File: config.mk
export PLATFORM = sky130hd
export DESIGN_NAME = rr_req_agent_flat
export DESIGN_NICKNAME = d
export VERILOG_FILES = /design/src/rtl/rr_req_agent_if.sv /design/src/rtl/rr_req_agent.sv /design/src/flat_wrapper.sv
export SDC_FILE = /design/constraint.sdc
export NUM_CORES = 1
export LEC_CHECK = 0
export ABC_CLOCK_PERIOD_IN_PS = 5000
export CAP_MARGIN = 10
export CORE_MARGIN = 2
export CORE_UTILIZATION = 35
export CTS_CLUSTER_DIAMETER = 30
export DETAILED_ROUTE_END_ITERATION = 8
export GPL_TIMING_DRIVEN = 0
export PLACE_DENSITY = 0.72
export SYNTH_ARGS = -nofsm -noshare
export SYNTH_HDL_FRONTEND = slang
export SYNTH_SLANG_ARGS = --single-unit
File: constraint.sdc
create_clock -name clk -period 5 [get_ports clk]
set_input_delay 1 -clock clk [delete_from_list [all_inputs] [get_ports clk]]
set_output_delay 1 -clock clk [all_outputs]
set_load 0.03 [all_outputs]
File: src/rtl/rr_req_agent_if.sv
// rr_req_agent_if: bundles the client command ports, the arbiter req/grant
// pair and the shared-resource beat bus of the round-robin requester agent.
//   cmd_valid/cmd_len/cmd_ready : per-channel burst command handshake
//   req/grant                   : request to / one-hot grant from the arbiter
//   beat_valid/ready/ch/last    : beat stream toward the shared resource
//   done/grant_err/starve       : completion pulses and sticky status flags
// Modports: master = the agent, slave = its environment (clients, arbiter,
// resource).
interface rr_req_agent_if #(
  parameter int NCH   = 4,
  parameter int LEN_W = 4
);
  logic [NCH-1:0]       cmd_valid;
  logic [NCH*LEN_W-1:0] cmd_len;
  logic [NCH-1:0]       cmd_ready;
  logic [NCH-1:0]       req;
  logic [NCH-1:0]       grant;
  logic                 beat_valid;
  logic                 beat_ready;
  logic [1:0]           beat_ch;
  logic                 beat_last;
  logic [NCH-1:0]       done;
  logic                 grant_err;
  logic [NCH-1:0]       starve;

  modport master (
    input  cmd_valid, cmd_len, grant, beat_ready,
    output cmd_ready, req, beat_valid, beat_ch, beat_last, done, grant_err, starve
  );

  modport slave (
    output cmd_valid, cmd_len, grant, beat_ready,
    input  cmd_ready, req, beat_valid, beat_ch, beat_last, done, grant_err, starve
  );
endinterface

File: src/rtl/rr_req_agent.sv
// rr_req_agent: requester-side agent for a 4-way round-robin arbiter.
// Each channel accepts one burst command (cmd_len+1 beats), raises req, and
// streams its beats to the shared resource while it holds the grant. After
// the last beat it spends one RELEASE cycle with req low, soaking up the
// arbiter's stale grant, before accepting a new command.
// Ports:
//   clk  - rising-edge clock
//   rst  - asynchronous, active-high reset
//   bus  - rr_req_agent_if.master (commands, req/grant, beat bus, status)
// Optional feature: define RR_REQ_STARVE_EN to build per-channel wait
// counters that raise a sticky starve flag after TIMEOUT ungranted cycles
// in REQ. Without it starve is tied to zero.
module rr_req_agent #(
  parameter int NCH     = 4,
  parameter int LEN_W   = 4,
  parameter int TIMEOUT = 64
) (
  input logic             clk,
  input logic             rst,
  rr_req_agent_if.master  bus
);

  typedef enum logic [1:0] {
    ST_IDLE    = 2'd0,
    ST_REQ     = 2'd1,
    ST_RELEASE = 2'd2
  } ch_state_e;

  if (TIMEOUT < 2) begin : g_bad_timeout
    $error("rr_req_agent: TIMEOUT must be at least 2");
  end

  ch_state_e        state_q [NCH];
  ch_state_e        state_d [NCH];
  logic [LEN_W-1:0] rem_q   [NCH];
  logic [LEN_W-1:0] rem_d   [NCH];
  logic [NCH-1:0]   done_q, done_d;
  logic             grant_err_q, grant_err_d;
  // Holds the command ports closed through reset and for the first cycle
  // after it, so cmd_ready only rises once reset has been released.
  logic             ready_en_q, ready_en_d;

  logic             grant_onehot;
  logic [NCH-1:0]   accept;    // command taken this cycle
  logic [NCH-1:0]   issue;     // channel owns the beat bus this cycle
  logic [NCH-1:0]   cmd_ready_c, req_c;
  logic             beat_valid_c, beat_last_c;
  logic [1:0]       beat_ch_c;

  // A beat only goes out under a clean one-hot grant; a multi-hot grant is a
  // protocol error and must not let any channel drive the bus.
  assign grant_onehot = $onehot(bus.grant);

  always_comb begin
    for (int i = 0; i < NCH; i++) begin
      accept[i] = (state_q[i] == ST_IDLE) && bus.cmd_valid[i] && ready_en_q;
      issue[i]  = (state_q[i] == ST_REQ) && grant_onehot && bus.grant[i];
    end
  end

  // Beat bus mux: at most one issue bit can be set, so a priority loop is safe.
  always_comb begin
    beat_valid_c = 1'b0;
    beat_ch_c    = 2'd0;
    beat_last_c  = 1'b0;
    for (int i = 0; i < NCH; i++) begin
      if (issue[i]) begin
        beat_valid_c = 1'b1;
        beat_ch_c    = 2'(i);
        beat_last_c  = (rem_q[i] == '0);
      end
    end
  end

  // Per-channel FSM next state and Moore outputs.
  always_comb begin
    // NOTE: every signal written here gets a default before any branch, so no
    // path can leave a value unassigned and infer a latch.
    ready_en_d  = 1'b1;
    grant_err_d = grant_err_q | ~$onehot0(bus.grant);
    for (int i = 0; i < NCH; i++) begin
      state_d[i]     = state_q[i];
      rem_d[i]       = rem_q[i];
      done_d[i]      = 1'b0;
      cmd_ready_c[i] = 1'b0;
      req_c[i]       = 1'b0;
      unique case (state_q[i])
        ST_IDLE: begin
          cmd_ready_c[i] = ready_en_q;
          // Granting a channel that never asked is an arbiter fault.
          if (bus.grant[i]) grant_err_d = 1'b1;
          if (accept[i]) begin
            state_d[i] = ST_REQ;
            rem_d[i]   = bus.cmd_len[i*LEN_W +: LEN_W];
          end
        end
        ST_REQ: begin
          req_c[i] = 1'b1;
          if (issue[i] && bus.beat_ready) begin
            if (rem_q[i] == '0) begin
              done_d[i]  = 1'b1;
              state_d[i] = ST_RELEASE;
            end else begin
              rem_d[i] = rem_q[i] - 1'b1;
            end
          end
        end
        ST_RELEASE: begin
          // The arbiter still shows our grant this cycle; it is ignored.
          state_d[i] = ST_IDLE;
        end
        default: state_d[i] = ST_IDLE;
      endcase
    end
  end

  always_ff @(posedge clk or posedge rst) begin
    if (rst) begin
      // NOTE: the per-channel arrays are a handful of control flops, not a
      // memory, so they are reset element by element like any other state.
      for (int i = 0; i < NCH; i++) begin
        state_q[i] <= ST_IDLE;
        rem_q[i]   <= '0;
      end
      done_q      <= '0;
      grant_err_q <= 1'b0;
      ready_en_q  <= 1'b0;
    end else begin
      // NOTE: non-blocking assignments here so every flop samples the values
      // from before this edge, independent of statement order.
      for (int i = 0; i < NCH; i++) begin
        state_q[i] <= state_d[i];
        rem_q[i]   <= rem_d[i];
      end
      done_q      <= done_d;
      grant_err_q <= grant_err_d;
      ready_en_q  <= ready_en_d;
    end
  end

`ifdef RR_REQ_STARVE_EN
  localparam int WAIT_W = $clog2(TIMEOUT) + 1;

  logic [WAIT_W-1:0] wait_q [NCH];
  logic [WAIT_W-1:0] wait_d [NCH];
  logic [NCH-1:0]    starve_q, starve_d;

  always_comb begin
    for (int i = 0; i < NCH; i++) begin
      wait_d[i]   = wait_q[i];
      starve_d[i] = starve_q[i];
      if (accept[i]) begin
        wait_d[i] = '0;
      end else if ((state_q[i] == ST_REQ) && !bus.grant[i] &&
                   (wait_q[i] != {WAIT_W{1'b1}})) begin
        wait_d[i] = wait_q[i] + 1'b1;
      end
      if ((state_q[i] == ST_REQ) && (wait_d[i] >= WAIT_W'(TIMEOUT)))
        starve_d[i] = 1'b1;
    end
  end

  always_ff @(posedge clk or posedge rst) begin
    if (rst) begin
      for (int i = 0; i < NCH; i++) wait_q[i] <= '0;
      starve_q <= '0;
    end else begin
      for (int i = 0; i < NCH; i++) wait_q[i] <= wait_d[i];
      starve_q <= starve_d;
    end
  end

  assign bus.starve = starve_q;
`else
  assign bus.starve = '0;
`endif

  assign bus.cmd_ready  = cmd_ready_c;
  assign bus.req        = req_c;
  assign bus.beat_valid = beat_valid_c;
  assign bus.beat_ch    = beat_ch_c;
  assign bus.beat_last  = beat_last_c;
  assign bus.done       = done_q;
  assign bus.grant_err  = grant_err_q;

endmodule

File: src/flat_wrapper.sv
// flat-port wrapper written by rule: the top's interface ports become plain ports
module rr_req_agent_flat 
#(
  parameter int NCH     = 4,
  parameter int LEN_W   = 4,
  parameter int TIMEOUT = 64
)
  (clk, rst, bus_cmd_valid, bus_cmd_len, bus_grant, bus_beat_ready, bus_cmd_ready, bus_req, bus_beat_valid, bus_beat_ch, bus_beat_last, bus_done, bus_grant_err, bus_starve);
  rr_req_agent_if #(.NCH(NCH), .LEN_W(LEN_W)) bus_i ();
  input logic clk;
  input logic rst;
  input wire logic [$bits(bus_i.cmd_valid)-1:0] bus_cmd_valid;
  input wire logic [$bits(bus_i.cmd_len)-1:0] bus_cmd_len;
  input wire logic [$bits(bus_i.grant)-1:0] bus_grant;
  input wire logic [$bits(bus_i.beat_ready)-1:0] bus_beat_ready;
  output wire logic [$bits(bus_i.cmd_ready)-1:0] bus_cmd_ready;
  output wire logic [$bits(bus_i.req)-1:0] bus_req;
  output wire logic [$bits(bus_i.beat_valid)-1:0] bus_beat_valid;
  output wire logic [$bits(bus_i.beat_ch)-1:0] bus_beat_ch;
  output wire logic [$bits(bus_i.beat_last)-1:0] bus_beat_last;
  output wire logic [$bits(bus_i.done)-1:0] bus_done;
  output wire logic [$bits(bus_i.grant_err)-1:0] bus_grant_err;
  output wire logic [$bits(bus_i.starve)-1:0] bus_starve;
  assign bus_i.cmd_valid = bus_cmd_valid;
  assign bus_i.cmd_len = bus_cmd_len;
  assign bus_i.grant = bus_grant;
  assign bus_i.beat_ready = bus_beat_ready;
  assign bus_cmd_ready = bus_i.cmd_ready;
  assign bus_req = bus_i.req;
  assign bus_beat_valid = bus_i.beat_valid;
  assign bus_beat_ch = bus_i.beat_ch;
  assign bus_beat_last = bus_i.beat_last;
  assign bus_done = bus_i.done;
  assign bus_grant_err = bus_i.grant_err;
  assign bus_starve = bus_i.starve;
  rr_req_agent #(.NCH(NCH), .LEN_W(LEN_W), .TIMEOUT(TIMEOUT)) u_core (.clk(clk), .rst(rst), .bus(bus_i));
endmodule
---- Yosys cells after proc, flatten, opt, wreduce, memory -nomap -nowiden ----
Cells that the tools add are included.
storage, ports and cells
  output and inout bits ................... 21
  logic and storage cells ................. 153
  flip-flop bits (word level) ............. 30
operators by class
  order comparisons ....................... 1
  reductions and logical operators ........ 40
  add/sub/neg operators ................... 7
  muxes and demuxes ....................... 71
  bitwise operators ....................... 2
  equality and inequality tests ........... 21
operators with widths
  operator                                               number
  2-to-1 mux 4 bit                                       12
  2-to-1 mux 1 bit                                       37
  one-hot mux 4 bit (2 select lines)                     4
  2-to-1 mux 2 bit                                       14
  inequality test 2 bit, second input constant           12
  logical AND 1 bit                                      20
  logical NOT 4 bit                                      4
  one-hot mux 2 bit (2 select lines)                     4
  AND reduction 4 bit                                    4
  subtractor 4 x 1 -> 4 bit, second input constant       4
  AND reduction 3 bit                                    4
  equality test 2 x 1 -> 1 bit, second input constant    4
  logical NOT 2 bit                                      4
  inequality test 2 x 1 -> 1 bit, second input constant  4
  nonzero test 2 bit                                     4
  adder 1 x 1 -> 2 bit                                   2
  adder 3 bit                                            1
  equality test 3 x 1 -> 1 bit, second input constant    1
  <= comparator 3 x 1 -> 1 bit, second input constant    1
  NOT 1 bit                                              1
  OR 1 bit                                               1

---- Depth between registers and ports, before layout ----
  depth after elaboration ................. 13
  gate-level depth with buffers ........... 8
  mapped depth without buffers ............ 7

---- Least setup slack after synthesis ----
OpenSTA, ideal clock, no wires.
  kind .................................... input -> output
  from .................................... input bus_grant[0]
  to ...................................... output bus_beat_last
  data required time ...................... 4.000 ns
  setup slack ............................. 0.651 ns
  data arrival time ....................... 3.349 ns
  path buffers ............................ 1
  stages .................................. 8
  path through ............................ ha_1 > ha_1 > fa_1 > or3b_1 > buf_6 > nor2_1 > nand2_1 > a41oi_1
on the way
  word-level cells in the longest chain between the ends .. 9
  elaborated cells on any way between the ends .. 15
  those cells by class .................... add/sub (2); eq/ne (1); mux (4); reduce/logical (8)
RTL lines
  what                                        RTL line            source
  start: declaration                          flat_wrapper.sv:14  input wire logic [$bits(bus_i.grant)-1:0] bus_grant;
  adder 1 x 1 -> 2 bit (implied by the code)  rr_req_agent.sv:52  assign grant_onehot = $onehot(bus.grant);
  adder 3 bit (implied by the code)           rr_req_agent.sv:52
  equality test 3 x 1 -> 1 bit                rr_req_agent.sv:52
  logical AND 1 bit (2 in series)             rr_req_agent.sv:57  issue[i] = (state_q[i] == ST_REQ) && grant_onehot && bus.grant[i];
  2-to-1 mux 1 bit (3 in series)              rr_req_agent.sv:67  if (issue[i]) begin
  2-to-1 mux 1 bit (*)                        rr_req_agent.sv:67
  end: declaration                            flat_wrapper.sv:20  output wire logic [$bits(bus_i.beat_last)-1:0] bus_beat_last;
Every way passes the cells marked *; elsewhere a longest branch is shown, timed or not.

---- Worst setup path after layout ----
  from .................................... input bus_grant[3]
  to ...................................... output bus_beat_last
The elaborated chain is that of the path after synthesis.

==> results.yml <==
finish:
  final_common_cell: "clkdlybuf4s50_1"
  area_delta_synth_final_pct: 34.6
  final_nets: 286
  most-common-layout-cells: "clkdlybuf4s50_1, dfrtp_1, a21oi_1, nand2_1, nor2_1"
  antenna_cells: 0
  fillers: 512
  ff_latch_area_um2: 751
  drive_gt1_share_pct: 10.8
  final_area_mm2: 0.00249
  multi_input_area_um2: 992
setup_path:
  crit_slowest_cell: "clkdlybuf4s50_1"
  cp_max_fo: 7
  cpMostUsedCell: "ha_1"
  path_class: "in -> out"
  worst-endpoint-arrival_ps: 3890
  cp-end-kind: "output port"
  start_kind: "input port"
  crit_chain: "clkdlybuf4s50_1, ha_1, ha_1, fa_1, or3b_1, buf_6, nor2_2, nand3_1, a41oi_1, clkbuf_4"
  reg2reg_slack_ps: 3080
  cp_top_family: "buffers and inverters"
  critical_path_buf_inv_count: 3
  critPathMaxStageDelay_ps: 550
  cp.required_ps: 4000
timing:
  finalHoldViolations: 0
  timing.final.setup_violations: 0
  max-slew-margin-rel_pct: 48.0
  hold_slack_ps: 483
  slew_viol_final: 0
  worstMarginPinSlew_ps: 778
  fin_crit_sh_pct: 97.8
  period_needed_ps: 4890
  clock_skew_ps: 3.77
  finalSetupTns_ps: 0
  fmax_ghz: 0.205
power_and_ir_drop:
  cellPowerDensity_mw_per_mm2: 455
  irDropWorstVdd_v: 0.000178
  p_leak_nw: 1.15
  p_total_mw: 1.13
global_route:
  grt.total_usage_pct: 15.3
  grt_pass1_vias: 1513
  grt_pass1_wl_um: 7160
  gr-total-overflow: 0
  antenna_found_initial: 0
  grt_max_degree: 31
drt:
  antenna_left: 0
  via_count: 1611
  viasPerCell: 5.02
  drt_wl_total_um: 4180
  drcViolationCount: 0
  drt-pass1-iter-count: 4
  wl_per_cell_um: 13.0
  drtIter0Drc: 76
clock_network:
  max-clock-path-buffers: 2
  cts_resized: 8
  cts_hold_buf: 0
  cts_root_buffer: "clkbuf_8"
  clk_pin_slew_ps: 60
  cts_buffers: 5
  cts_htree_levels: 2
  post_cts_buffers: 0
  insertion_delay_ps: 280
  cts_sinks: 30
  cts_tree: "done"
floorplan:
  die_h_um: 76.7
  initial_utilization_pct: 36.2
  die_w_um: 76.7
  ioPinCount: 48
  dieArea_mm2: 0.00588
  core-area_mm2: 0.00511
  rows: 26
yosys:
  seq_area_frac_synth_pct: 40.6
  synthXorXnorAreaFrac_pct: 0
  syn_inst: 197
  ys_ff_latch: 30
  synthArstFlopShare_pct: 100
  synthSimpleGateAreaFrac_pct: 23.0
  synthMuxAreaShare_pct: 0.541
  synth_compound_area_share_pct: 22.7
  synth_top_family_by_area: "simple AND/OR/NAND/NOR gates"
  synth_edf_count: 0
  yosysUniqueCellTypes: 37
  ys.warnings.count: 0
  avgSynthCellArea_um2: 9.39
  synthAdderAreaFrac_pct: 5.82
  netlist_area_mm2: 0.00185
  synth_ff_type: "dfrtp_1"
placement:
  place_area_mm2: 0.00238
  gp_congestion: 0.814
  dpl.hpwl_um: 3220
  io_buffers: 43
worst_hold_path:
  hold_path.class: "reg -> reg"
run:
  max-cap-violations: 0
run_status:
  outcome: "finished clean"
## report_power, final
part	internal, mW	switching [mW]	total [mW]
Clock	0.0955	0.0828	0.178
Combinational	0.253	0.315	0.569
Sequential	0.322	0.0622	0.385
## kinds of logic (layout without fill, tap and decap cells)
kind of cell / after synthesis / in the layout
adders and majority gates: 8 / 8
AOI/OAI and AO/OA: 56 / 56
DFF: 30 / 30
other: 2 / 5
muxes: 1 / 1
and+or+nand+nor: 76 / 76
buffers and inverters: 24 / 75
## routing by layer
layer	GRT usage, %	share of wire (%)	vias up
li1	-	-	800
met1	20.0	47	758
met2	24.8	47	49
met3	4.24	5.5	4
met4	4.36	0.65	0
met5	0	0	-
## final cells by class
class	count	area share, %
multi-input combinational	146	39.8
sequential	30	30.2
timing repair buffer	44	18.3
tap	70	3.52
clock buffer	7	3.07
buffer	10	3.02
inverter	14	2.11
## sequential cells by signal (all words and copies together), names as in the netlist
register              count
u_core.state_q            8
u_core.bus.done           4
u_core.bus.grant_err      1
u_core.ready_en_q         1
u_core.rem_q             16
## Yosys cell counts (all sizes together) (4+ instances only)
master	instances	area [um2]
dfrtp	30	751
a21oi	23	115
nand2	17	63.8
nor2	16	60.1
inv	11	41.3
o21ai	10	50.1
buf	9	71.3
ha	7	87.6
nand2b	7	43.8
nor3b	7	52.6
nand3b	5	37.5
o22ai	5	31.3
or3	5	31.3
a31o	4	35.0
and2	4	25.0
and3	4	25.0
nand3	4	20.0
o41ai	4	110
## through the flow
stage	setup slack, ps	std cells	util, %
after CTS	33.5	320	47.9
after detailed placement	-445	313	46.6
after floorplan	651	200	-
final	111	321	48.8
after global placement	-440	313	46.6
after global routing	-7.22	321	48.8
## worst paths after layout
path	to	from	cells after the start
min in group asynchronous	u_core.rem_q[9]	rst	2
worst max register to register	u_core.rem_q[11]	u_core.rem_q[8]	6
worst max-delay path	bus_beat_last	bus_grant[3]	10
worst min register to register	u_core.rem_q[0]	u_core.rem_q[0]	1
worst min-delay path	u_core.rem_q[0]	u_core.rem_q[0]	1
max in group asynchronous	u_core.bus.grant_err	rst	3
Power figures use the tool's default switching activity.
